File: config.mk
export PLATFORM = sky130hd
export DESIGN_NAME = master_spi_core
export DESIGN_NICKNAME = d
export VERILOG_FILES = /design/src/rtl/master_spi_core.sv
export SDC_FILE = /design/constraint.sdc
export NUM_CORES = 1
export LEC_CHECK = 0
export CAP_MARGIN = 30
export CELL_PAD_IN_SITES_DETAIL_PLACEMENT = 1
export CELL_PAD_IN_SITES_GLOBAL_PLACEMENT = 1
export CORE_UTILIZATION = 29
export DETAILED_ROUTE_END_ITERATION = 10
export PLACE_DENSITY = 0.57
export SLEW_MARGIN = 20
export SYNTH_ARGS = -nofsm -noshare
export SYNTH_HDL_FRONTEND = slang
export SYNTH_SLANG_ARGS = --single-unit
File: constraint.sdc
create_clock -name pclk -period 2.7 [get_ports pclk]
set_input_delay 0.405 -clock pclk [delete_from_list [all_inputs] [get_ports pclk]]
set_output_delay 0.405 -clock pclk [all_outputs]
set_load 0.1 [all_outputs]
File: src/rtl/master_spi_core.sv
// master_spi_core: single-lane SPI master, all four CPOL/CPHA modes.
// A word is accepted from a valid/ready handshake. Chip select then frames
// three phases: setup, 2*DATA_WIDTH sclk half-periods, and hold. Each phase
// is counted in half-periods of CLK_DIV pclk cycles. Every output is driven
// straight from a register.
// Optional feature macro: MASTER_SPI_LSB_FIRST_EN adds the lsb_first input.
// lsb_first is captured at accept and selects LSB-first shifting in both
// directions.
module master_spi_core #(
  parameter int DATA_WIDTH = 8,
  parameter int CLK_DIV    = 2,
  parameter int CS_SETUP   = 1,
  parameter int CS_HOLD    = 1
) (
  input  logic                  pclk,
  input  logic                  areset,
  input  logic [DATA_WIDTH-1:0] tx_data,
  input  logic                  tx_valid,
  output logic                  tx_ready,
  input  logic                  cpol,
  input  logic                  cpha,
`ifdef MASTER_SPI_LSB_FIRST_EN
  input  logic                  lsb_first,
`endif
  output logic [DATA_WIDTH-1:0] rx_data,
  output logic                  rx_valid,
  output logic                  busy,
  output logic                  cs,
  output logic                  sclk,
  output logic                  mosi0,
  input  logic                  miso0
);

  localparam int EDGES   = 2 * DATA_WIDTH;
  localparam int SH_MAX  = (CS_SETUP > CS_HOLD) ? CS_SETUP : CS_HOLD;
  localparam int CNT_MAX = (EDGES > SH_MAX) ? EDGES : SH_MAX;
  localparam int CNT_W   = $clog2(CNT_MAX + 1);
  localparam int DIV_W   = (CLK_DIV > 1) ? $clog2(CLK_DIV) : 1;

  typedef enum logic [1:0] {IDLE, SETUP, SHIFT, HOLD} state_t;

  state_t                state_q, state_d;
  logic [DIV_W-1:0]      div_q, div_d;
  logic [CNT_W-1:0]      cnt_q, cnt_d;
  logic                  cpol_q, cpol_d, cpha_q, cpha_d, lsb_q, lsb_d;
  logic [DATA_WIDTH-1:0] tx_sh_q, tx_sh_d, rx_sh_q, rx_sh_d;
  logic [DATA_WIDTH-1:0] rx_data_q, rx_data_d;
  logic                  rx_valid_q, rx_valid_d, busy_q, busy_d;
  logic                  cs_q, cs_d, sclk_q, sclk_d, mosi_q, mosi_d;
  logic                  tx_ready_q, tx_ready_d;

  logic                  lsb_in, tick;
  logic                  edge_go, edge_lead, edge_first;
  logic                  sample_now, advance_now;
  logic [DATA_WIDTH-1:0] tx_next;

`ifdef MASTER_SPI_LSB_FIRST_EN
  assign lsb_in = lsb_first;
`else
  assign lsb_in = 1'b0;
`endif

  // One tick per sclk half-period; the divider only runs outside IDLE.
  assign tick    = (div_q == DIV_W'(CLK_DIV - 1));
  assign tx_next = lsb_q ? {1'b0, tx_sh_q[DATA_WIDTH-1:1]}
                         : {tx_sh_q[DATA_WIDTH-2:0], 1'b0};

  // Next-state logic: phase sequencing, sclk edges, and data shifting.
  always_comb begin
    state_d    = state_q;
    div_d      = div_q;
    cnt_d      = cnt_q;
    cpol_d     = cpol_q;
    cpha_d     = cpha_q;
    lsb_d      = lsb_q;
    tx_sh_d    = tx_sh_q;
    rx_sh_d    = rx_sh_q;
    rx_data_d  = rx_data_q;
    rx_valid_d = 1'b0;
    busy_d     = busy_q;
    cs_d       = cs_q;
    sclk_d     = sclk_q;
    mosi_d     = mosi_q;
    tx_ready_d = tx_ready_q;
    edge_go    = 1'b0;
    edge_lead  = 1'b0;
    edge_first = 1'b0;

    if (state_q != IDLE) div_d = tick ? '0 : div_q + DIV_W'(1);

    case (state_q)
      IDLE: begin
        if (tx_valid && tx_ready_q) begin
          state_d    = SETUP;
          div_d      = '0;
          cnt_d      = '0;
          cpol_d     = cpol;
          cpha_d     = cpha;
          lsb_d      = lsb_in;
          tx_sh_d    = tx_data;
          rx_sh_d    = '0;
          // The first bit is presented as cs falls, whatever the phase.
          mosi_d     = lsb_in ? tx_data[0] : tx_data[DATA_WIDTH-1];
          sclk_d     = cpol;
          cs_d       = 1'b0;
          busy_d     = 1'b1;
          tx_ready_d = 1'b0;
        end
      end
      SETUP: begin
        if (tick) begin
          if (cnt_q == CNT_W'(CS_SETUP - 1)) begin
            // The first sclk edge is what ends setup.
            state_d    = SHIFT;
            cnt_d      = CNT_W'(1);
            edge_go    = 1'b1;
            edge_lead  = 1'b1;
            edge_first = 1'b1;
          end else begin
            cnt_d = cnt_q + CNT_W'(1);
          end
        end
      end
      SHIFT: begin
        // cnt_q counts edges already produced. After the last edge, one
        // more idle half-period passes before hold.
        if (tick) begin
          if (cnt_q == CNT_W'(EDGES)) begin
            state_d = HOLD;
            cnt_d   = '0;
          end else begin
            cnt_d     = cnt_q + CNT_W'(1);
            edge_go   = 1'b1;
            edge_lead = ~cnt_q[0];
          end
        end
      end
      HOLD: begin
        if (tick) begin
          if (cnt_q == CNT_W'(CS_HOLD - 1)) begin
            state_d    = IDLE;
            cnt_d      = '0;
            cs_d       = 1'b1;
            busy_d     = 1'b0;
            tx_ready_d = 1'b1;
            rx_valid_d = 1'b1;
            rx_data_d  = rx_sh_q;
          end else begin
            cnt_d = cnt_q + CNT_W'(1);
          end
        end
      end
      default: state_d = IDLE;
    endcase

    // cpha=0 samples on leading edges and shifts on trailing edges.
    // cpha=1 does the reverse. Under cpha=1 the first leading edge would
    // re-drive bit 0, so that edge is skipped.
    sample_now  = edge_go && (edge_lead ^ cpha_q);
    advance_now = edge_go && (cpha_q ? (edge_lead && !edge_first) : !edge_lead);

    if (edge_go) sclk_d = ~sclk_q;
    if (sample_now)
      rx_sh_d = lsb_q ? {miso0, rx_sh_q[DATA_WIDTH-1:1]}
                      : {rx_sh_q[DATA_WIDTH-2:0], miso0};
    if (advance_now) begin
      tx_sh_d = tx_next;
      mosi_d  = lsb_q ? tx_next[0] : tx_next[DATA_WIDTH-1];
    end
  end

  // State and output registers; reset aborts any transfer immediately.
  always_ff @(posedge pclk or posedge areset) begin
    if (areset) begin
      state_q    <= IDLE;
      div_q      <= '0;
      cnt_q      <= '0;
      cpol_q     <= 1'b0;
      cpha_q     <= 1'b0;
      lsb_q      <= 1'b0;
      tx_sh_q    <= '0;
      rx_sh_q    <= '0;
      rx_data_q  <= '0;
      rx_valid_q <= 1'b0;
      busy_q     <= 1'b0;
      cs_q       <= 1'b1;
      sclk_q     <= 1'b0;
      mosi_q     <= 1'b0;
      tx_ready_q <= 1'b1;
    end else begin
      state_q    <= state_d;
      div_q      <= div_d;
      cnt_q      <= cnt_d;
      cpol_q     <= cpol_d;
      cpha_q     <= cpha_d;
      lsb_q      <= lsb_d;
      tx_sh_q    <= tx_sh_d;
      rx_sh_q    <= rx_sh_d;
      rx_data_q  <= rx_data_d;
      rx_valid_q <= rx_valid_d;
      busy_q     <= busy_d;
      cs_q       <= cs_d;
      sclk_q     <= sclk_d;
      mosi_q     <= mosi_d;
      tx_ready_q <= tx_ready_d;
    end
  end

  assign tx_ready = tx_ready_q;
  assign rx_data  = rx_data_q;
  assign rx_valid = rx_valid_q;
  assign busy     = busy_q;
  assign cs       = cs_q;
  assign sclk     = sclk_q;
  assign mosi0    = mosi_q;

endmodule

==> metrics.md, run 1 <==
| Metric | Value |
|---|---|
| Period utilisation layout | `0.800` |
| Initial Util | `0.308` |
| Critical path startpoint | `state_q[1]` |
| Nets@finish | `213` |
| All-Layer GR Usage | `0.141` |
| Status | `completed` |
| Worst Hold Class | `reg -> reg` |
| Initial DRT Pass Iterations | `3` |
| DRC | `0` |
| Synthesized cell area | `0.00188 mm²` |
| Synth cell types | `36` |
| #FFs+latches synth | `37` |
| Final setup skew | `roughly 0.0076 ns` |
| DR WL/cell | `15.5 µm` |
| Via count | `1311` |
| Crit-path max cell delay | `0.42 ns` |
| Register area share after synthesis | `0.494` |
| ANT nets after route | `0` |
| DRT iter0 DRCs | `66` |
| H-tree Lvls | `2` |
| Mapped Nets | `183` |
| CTS buffer count | `5` |
| Worst Setup Start Kind | `flip-flop` |
| Clk buf depth | `2` |
| Root Buffer | `clkbuf_8` |
| CP delay by family, top | `simple AND/OR/NAND/NOR gates` |
| Core Area | `0.00610 mm²` |
| Vias in the first global route | `1345` |
| # IOs | `28` |
| First-pass GRT wire length | `6970 µm` |
| Worst Setup End Kind | `flip-flop` |
| Fmax | `0.463 GHz` |
| Die Ht | `82.4 µm` |
| Reg2reg start | `state_q[1]` |
| CTS resizes | `0` |
| Mean Syn Cell Area | `11.5 µm²` |
| Post-layout min period | `approximately 2.2 ns` |
| Critical-path cell list | `inv_1, ha_1, nand2_1, nor3_1, mux2i_1, nor2_2, mux2_2` |
| Buffers on Ports | `27` |
| Grt ovf | `0` |
| Min-delay src | `busy` |
| Hold_buf cts | `0` |
| Worst-Skew Late Latency | `around 0.30 ns` |
| Floorplan row count | `28` |
| Setup Crit Path Kind | `reg -> reg` |
| Antenna Cells | `0` |
| Worst-margin pin slew | `0.512 ns` |
| Largest cells by area after synthesis | `dfrtp_1 (48%), mux2_2 (14%), mux2i_1 (6.4%), nand2_1 (4.4%), ha_1 (4.0%)` |
| Setup TNS | `0 ns` |
| Vias/cell | `4.87` |
| Crit path DAT | `2.34 ns` |
| Post CTS Setup Buffer Count | `0` |
| Relative slew slack | `0.659` |
| CTS tree | `yes` |
| Worst-path clk slew | `0.07 ns` |
| Slowest cell on the critical path | `dfrtp_1` |
| Mapped Cells | `163` |
| Fin. Hold Viols | `0` |
| Final setup fails | `0` |
| Crit path buffers/inverters | `1` |
| Largest net degree at the start of global routing | `38` |
| Final WL | `4170 µm` |
| Post-synth top flop | `dfrtp_1` |
| Post-synth EDFFs | `0` |
| Share of layout cells above drive strength 1 | `0.278` |
| Post-DP HPWL | `3080 µm` |
| Clock Sinks | `37` |
| Max-slew violation total from the final report | `0` |
| Asr flop ratio synth | `1.00` |
| Die Span X | `82.4 µm` |
| Max capacitance violation total | `0` |
| Initial antenna violation count | `0` |
| Crit Path Max Fanout | `8` |
| Unrepaired setup endpoints after global routing | `false` |
| CP required | `2.88 ns` |
| Area Growth Syn to Fin | `22.3%` |
| Yosys top cell area share | `0.480` |
| Yosys warning count | `0` |
| GP Congestion | `0.768` |
| Die footprint | `a little under 0.007 mm²` |
| Largest area contributor in the netlist | `dfrtp_1` |
Yosys cell counts (all sizes together), types with 2 or more instances:
| cell | number |
|---|---|
| dfrtp | 36 |
| mux2 | 24 |
| nand2 | 22 |
| inv | 13 |
| mux2i | 12 |
| nor2 | 7 |
| ha | 6 |
| o21ai | 5 |
| buf | 4 |
| nor3 | 4 |
| and3 | 3 |
| a21oi | 2 |
| a31oi | 2 |
| a41oi | 2 |
| clkbuf | 2 |
| nand2b | 2 |
| nand3 | 2 |
| nor3b | 2 |
| xor2 | 2 |
final timing paths:
| path | end | slack, ns | cells past startpoint |
|---|---|---|---|
| worst min-delay path | busy | 0.48 | 2 |
| max in group asynchronous | tx_ready | 1.80 | 3 |
| min in group asynchronous | tx_sh_q[3] | 0.55 | 3 |
| worst max-delay path | tx_sh_q[4] | 0.54 | 7 |
| worst max register to register | tx_sh_q[4] | 0.54 | 7 |
| worst min register to register | busy | 0.48 | 2 |
routing by layer:
layer	vias up	wire length, µm	global-route usage
li1	621	-	-
met5	-	0	0
met4	0	59	0.0474
met1	665	1910	0.188
met2	20	2060	0.218
met3	5	145	0.0396
registers in the layout, summed over array words and instances, names as in the netlist:
register / cells
busy: 1
cpha_q: 1
rx_sh_q: 8
mosi0: 1
rx_valid: 1
state_q: 2
tx_sh_q: 7
div_q: 1
rx_data: 8
cnt_q: 5
sclk: 1
tx_ready: 1
stage by stage:
step | area (µm²) | cells | worst slack, ns | util | hold WS [ns]
final | 2290 | 269 | 0.541 | 0.376 | 0.485
after global routing | 2290 | 269 | 0.336 | 0.376 | 0.508
after CTS | 2290 | 269 | 0.497 | 0.376 | 0.493
after detailed placement | 2180 | 261 | 0.495 | 0.358 | 0.475
after global placement | 2180 | 261 | 0.606 | 0.358 | 0.469
after floorplan | 1880 | 163 | 0.732 | - | 0.474
cell type report:
class	count	area, µm²
clock buffer	6	72.6
clock inverter	2	38.8
fill	703	3800
inverter	13	48.8
multi-input combinational	107	862
sequential	37	927
tap	75	93.8
timing repair buffer	29	250
worst reg2reg max path: stages (launching register included):
cell,delay (ns)
dfrtp_1,0.42
inv_1,0.10
ha_1,0.24
nand2_1,0.10
nor3_1,0.29
mux2i_1,0.15
nor2_2,0.36
mux2_2,0.39
cell families after synthesis:
| family | synth area share |
|---|---|
| XOR/XNOR | 0.00934 |
| buffers and inverters | 0.0460 |
| AO/OA/AOI/OAI | 0.0714 |
| adder cells (fa/ha/maj) | 0.0400 |
| multiplexers | 0.210 |
| flip-flops | 0.494 |
| AND/OR/NAND/NOR | 0.129 |
placed cells by master, fill, tap and decap left out, drive strengths merged:
master	netlist	final
nand2	22	22
nand3	2	2
nand4bb	1	1
clkinv	0	1
a21oi	2	2
o2111ai	1	1
o21ai	5	5
mux2	24	24
nor3	4	4
nor2	7	7
dfstp	1	1
nand2b	2	2
dfrtp	36	36
clkdlybuf4s50	0	13
o41ai	1	1
or4b	1	1
a32o	1	1
o311ai	1	1
a21boi	1	1
bufinv	0	1
a211oi	1	1
and3	3	3
buf	4	16
ha	6	6
mux2i	12	12
a31oi	2	2
inv	13	13
clkbuf	2	6
or2	1	1
nor3b	2	2
a41oi	2	2
nand3b	1	1
xor2	2	2
Power of run 1 is not shown: default switching activity piles up to over one toggle a cycle in this logic, so the estimate is an artifact.
==> run 2: changes to the inputs <==
Settings changed: PLACE_DENSITY 0.57 to 0.6.
Clock period 2.7 ns to 1.9 ns, I/O delays scaled along.
==> metrics.md, run 2 (same netlist as run 1, synthesis figures left out) <==
| Metric | Value |
|---|---|
| Fmax | `0.529 GHz (+14%)` |
| CP delay by family, top | `simple AND/OR/NAND/NOR gates` |
| Critical-path cell list | `inv_1, ha_2, or4b_4, nor2_4, o2111ai_4, mux2_4` |
| Post-DP HPWL | `3110 µm (+1.1%)` |
| R2R setup slack | `0.01 ns (-0.53 ns)` |
| Nets@finish | `228 (+7.0%)` |
| Die Ht | `82.4 µm (unchanged)` |
| Crit Path Max Fanout | `4 (-4)` |
| Worst Setup End Kind | `flip-flop` |
| Setup Crit Path Kind | `reg -> reg` |
| Initial DRT Pass Iterations | `4 (+1)` |
| Initial antenna violation count | `0 (unchanged)` |
| Via count | `1370 (+4.5%)` |
| Dpl cells | `272 (+4.2%)` |
| Final setup skew | `0.00305 ns (-0.00458 ns)` |
| Max-slew violation total from the final report | `0 (unchanged)` |
| Clock Sinks | `37 (unchanged)` |
| Worst-Skew Late Latency | `0.28 ns (-0.02 ns)` |
| Fin. Hold Viols | `0 (unchanged)` |
| All-Layer GR Usage | `0.145 (+0.00465)` |
| Grt ovf | `0 (unchanged)` |
| GP Congestion | `0.782 (+1.8%)` |
| Most common cell after layout, fill and taps aside | `dfrtp_1` |
| Crit path DAT | `2.06 ns (-0.28 ns)` |
| DR WL/cell | `15.7 µm (+1.1%)` |
| Final WL | `4450 µm (+6.7%)` |
| CTS buffer count | `5 (unchanged)` |
| Largest net degree at the start of global routing | `38 (unchanged)` |
| Post-layout min period | `1.89 ns (-0.269 ns)` |
| Max capacitance violation total | `0 (unchanged)` |
| H-tree Lvls | `2 (unchanged)` |
| Period utilisation layout | `0.995 (+0.195)` |
| Filler cell count | `682 (-3.0%)` |
| Vias/cell | `4.82 (-1.0%)` |
| Worst-path clk slew | `0.08 ns (about the same)` |
| Share of layout cells above drive strength 1 | `0.383 (+0.104)` |
| CP required | `2.07 ns (-0.81 ns)` |
| Final worst slack | `0.0101 ns (-0.531 ns)` |
| Clk buf depth | `2 (unchanged)` |
| DRC | `0 (unchanged)` |
| ANT nets after route | `0 (unchanged)` |
| Final Non-Filler Cells | `284 (+5.6%)` |
| Relative slew slack | `0.678 (+0.0196)` |
| First-pass GRT wire length | `7380 µm (+5.8%)` |
| Crit-path max cell delay | `0.53 ns (+0.11 ns)` |
| Antenna Cells | `0 (unchanged)` |
| Core Area | `0.00610 mm² (unchanged)` |
| Initial Util | `0.308 (unchanged)` |
| Pre-CTS setup slack | `-0.0436 ns (-0.539 ns)` |
| Vias in the first global route | `1476 (+9.7%)` |
| Crit path buffers/inverters | `1 (unchanged)` |
| Slowest cell on the critical path | `or4b_4` |
| Unrepaired setup endpoints after global routing | `true` |
| # IOs | `28 (unchanged)` |
| Root Buffer | `clkbuf_8` |
| Worst Setup Start Kind | `flip-flop` |
| Die footprint | `0.00679 mm² (unchanged)` |
| DRT iter0 DRCs | `39 (-41%)` |
| Area Growth Syn to Fin | `35.2%` |
| Floorplan row count | `28 (unchanged)` |
| Die Span X | `82.4 µm (unchanged)` |
| Buffers on Ports | `27 (unchanged)` |
| Status | `completed` |
| Final setup fails | `0 (unchanged)` |
| Worst-margin pin slew | `0.483 ns (-0.0294 ns)` |
| CTS tree | `yes` |
| Worst Hold Class | `in -> async` |
| Most frequent cells in the layout | `dfrtp_1 (36), buf_4 (26), nand2_1 (20), mux2_2 (15)` |
[run 2: worst reg2reg max path, cell delays in order, from the launching register on]
cell and delay [ns]:
dfrtp_1 0.38, inv_1 0.07, ha_2 0.19, or4b_4 0.53, nor2_4 0.15, o2111ai_4 0.14, mux2_4 0.33
[run 2: repair_timing]
action                                  4_1_cts  5_1_grt
hold buffers                                  0        0
buffers inserted                              4        0
endpoints found under the setup margin       10       25
resized for setup                             3       18
pin swaps                                     4        3
cloned                                        0        0
endpoints found under the hold margin         0        0
[run 2: metrics by stage]
step                TNS (ns)  utilization  hold slack [ns]  area, µm²
global route          -0.554        0.416            0.466       2530
floorplan                  0            -            0.412       1880
finish                     0        0.416            0.410       2530
detailed placement    -0.295        0.378            0.487       2310
CTS                  -0.0207        0.404            0.424       2460
global placement           0        0.378            0.464       2310
[run 2: layout make-up]
class                           count  area [µm²]  area share
Multi-Input combinational cell    107         940       0.371
Sequential cell                    37         931       0.367
Timing Repair Buffer               44         417       0.164
Clock buffer                        7        96.3      0.0380
Tap cell                           75        93.8      0.0370
Inverter                           13        48.8      0.0192
Clock inverter                      1        8.76     0.00346
[run 2: worst paths after layout]
kind	to	depth (start not counted)	startpoint
setup / recovery	state_q[1]	6	cnt_q[0]
max in group asynchronous	tx_ready	3	areset
setup reg to reg	state_q[1]	6	cnt_q[0]
hold reg to reg	sclk	1	sclk
hold / removal	rx_sh_q[0]	3	areset
min in group pclk	sclk	1	sclk
[run 2: per-layer routing]
layer  track usage  wire [µm]
met1         0.189       2040
met2         0.242       2250
met3        0.0308        119
met4        0.0421         41
met5             0          0
Power of run 2 is left out for the same reason.
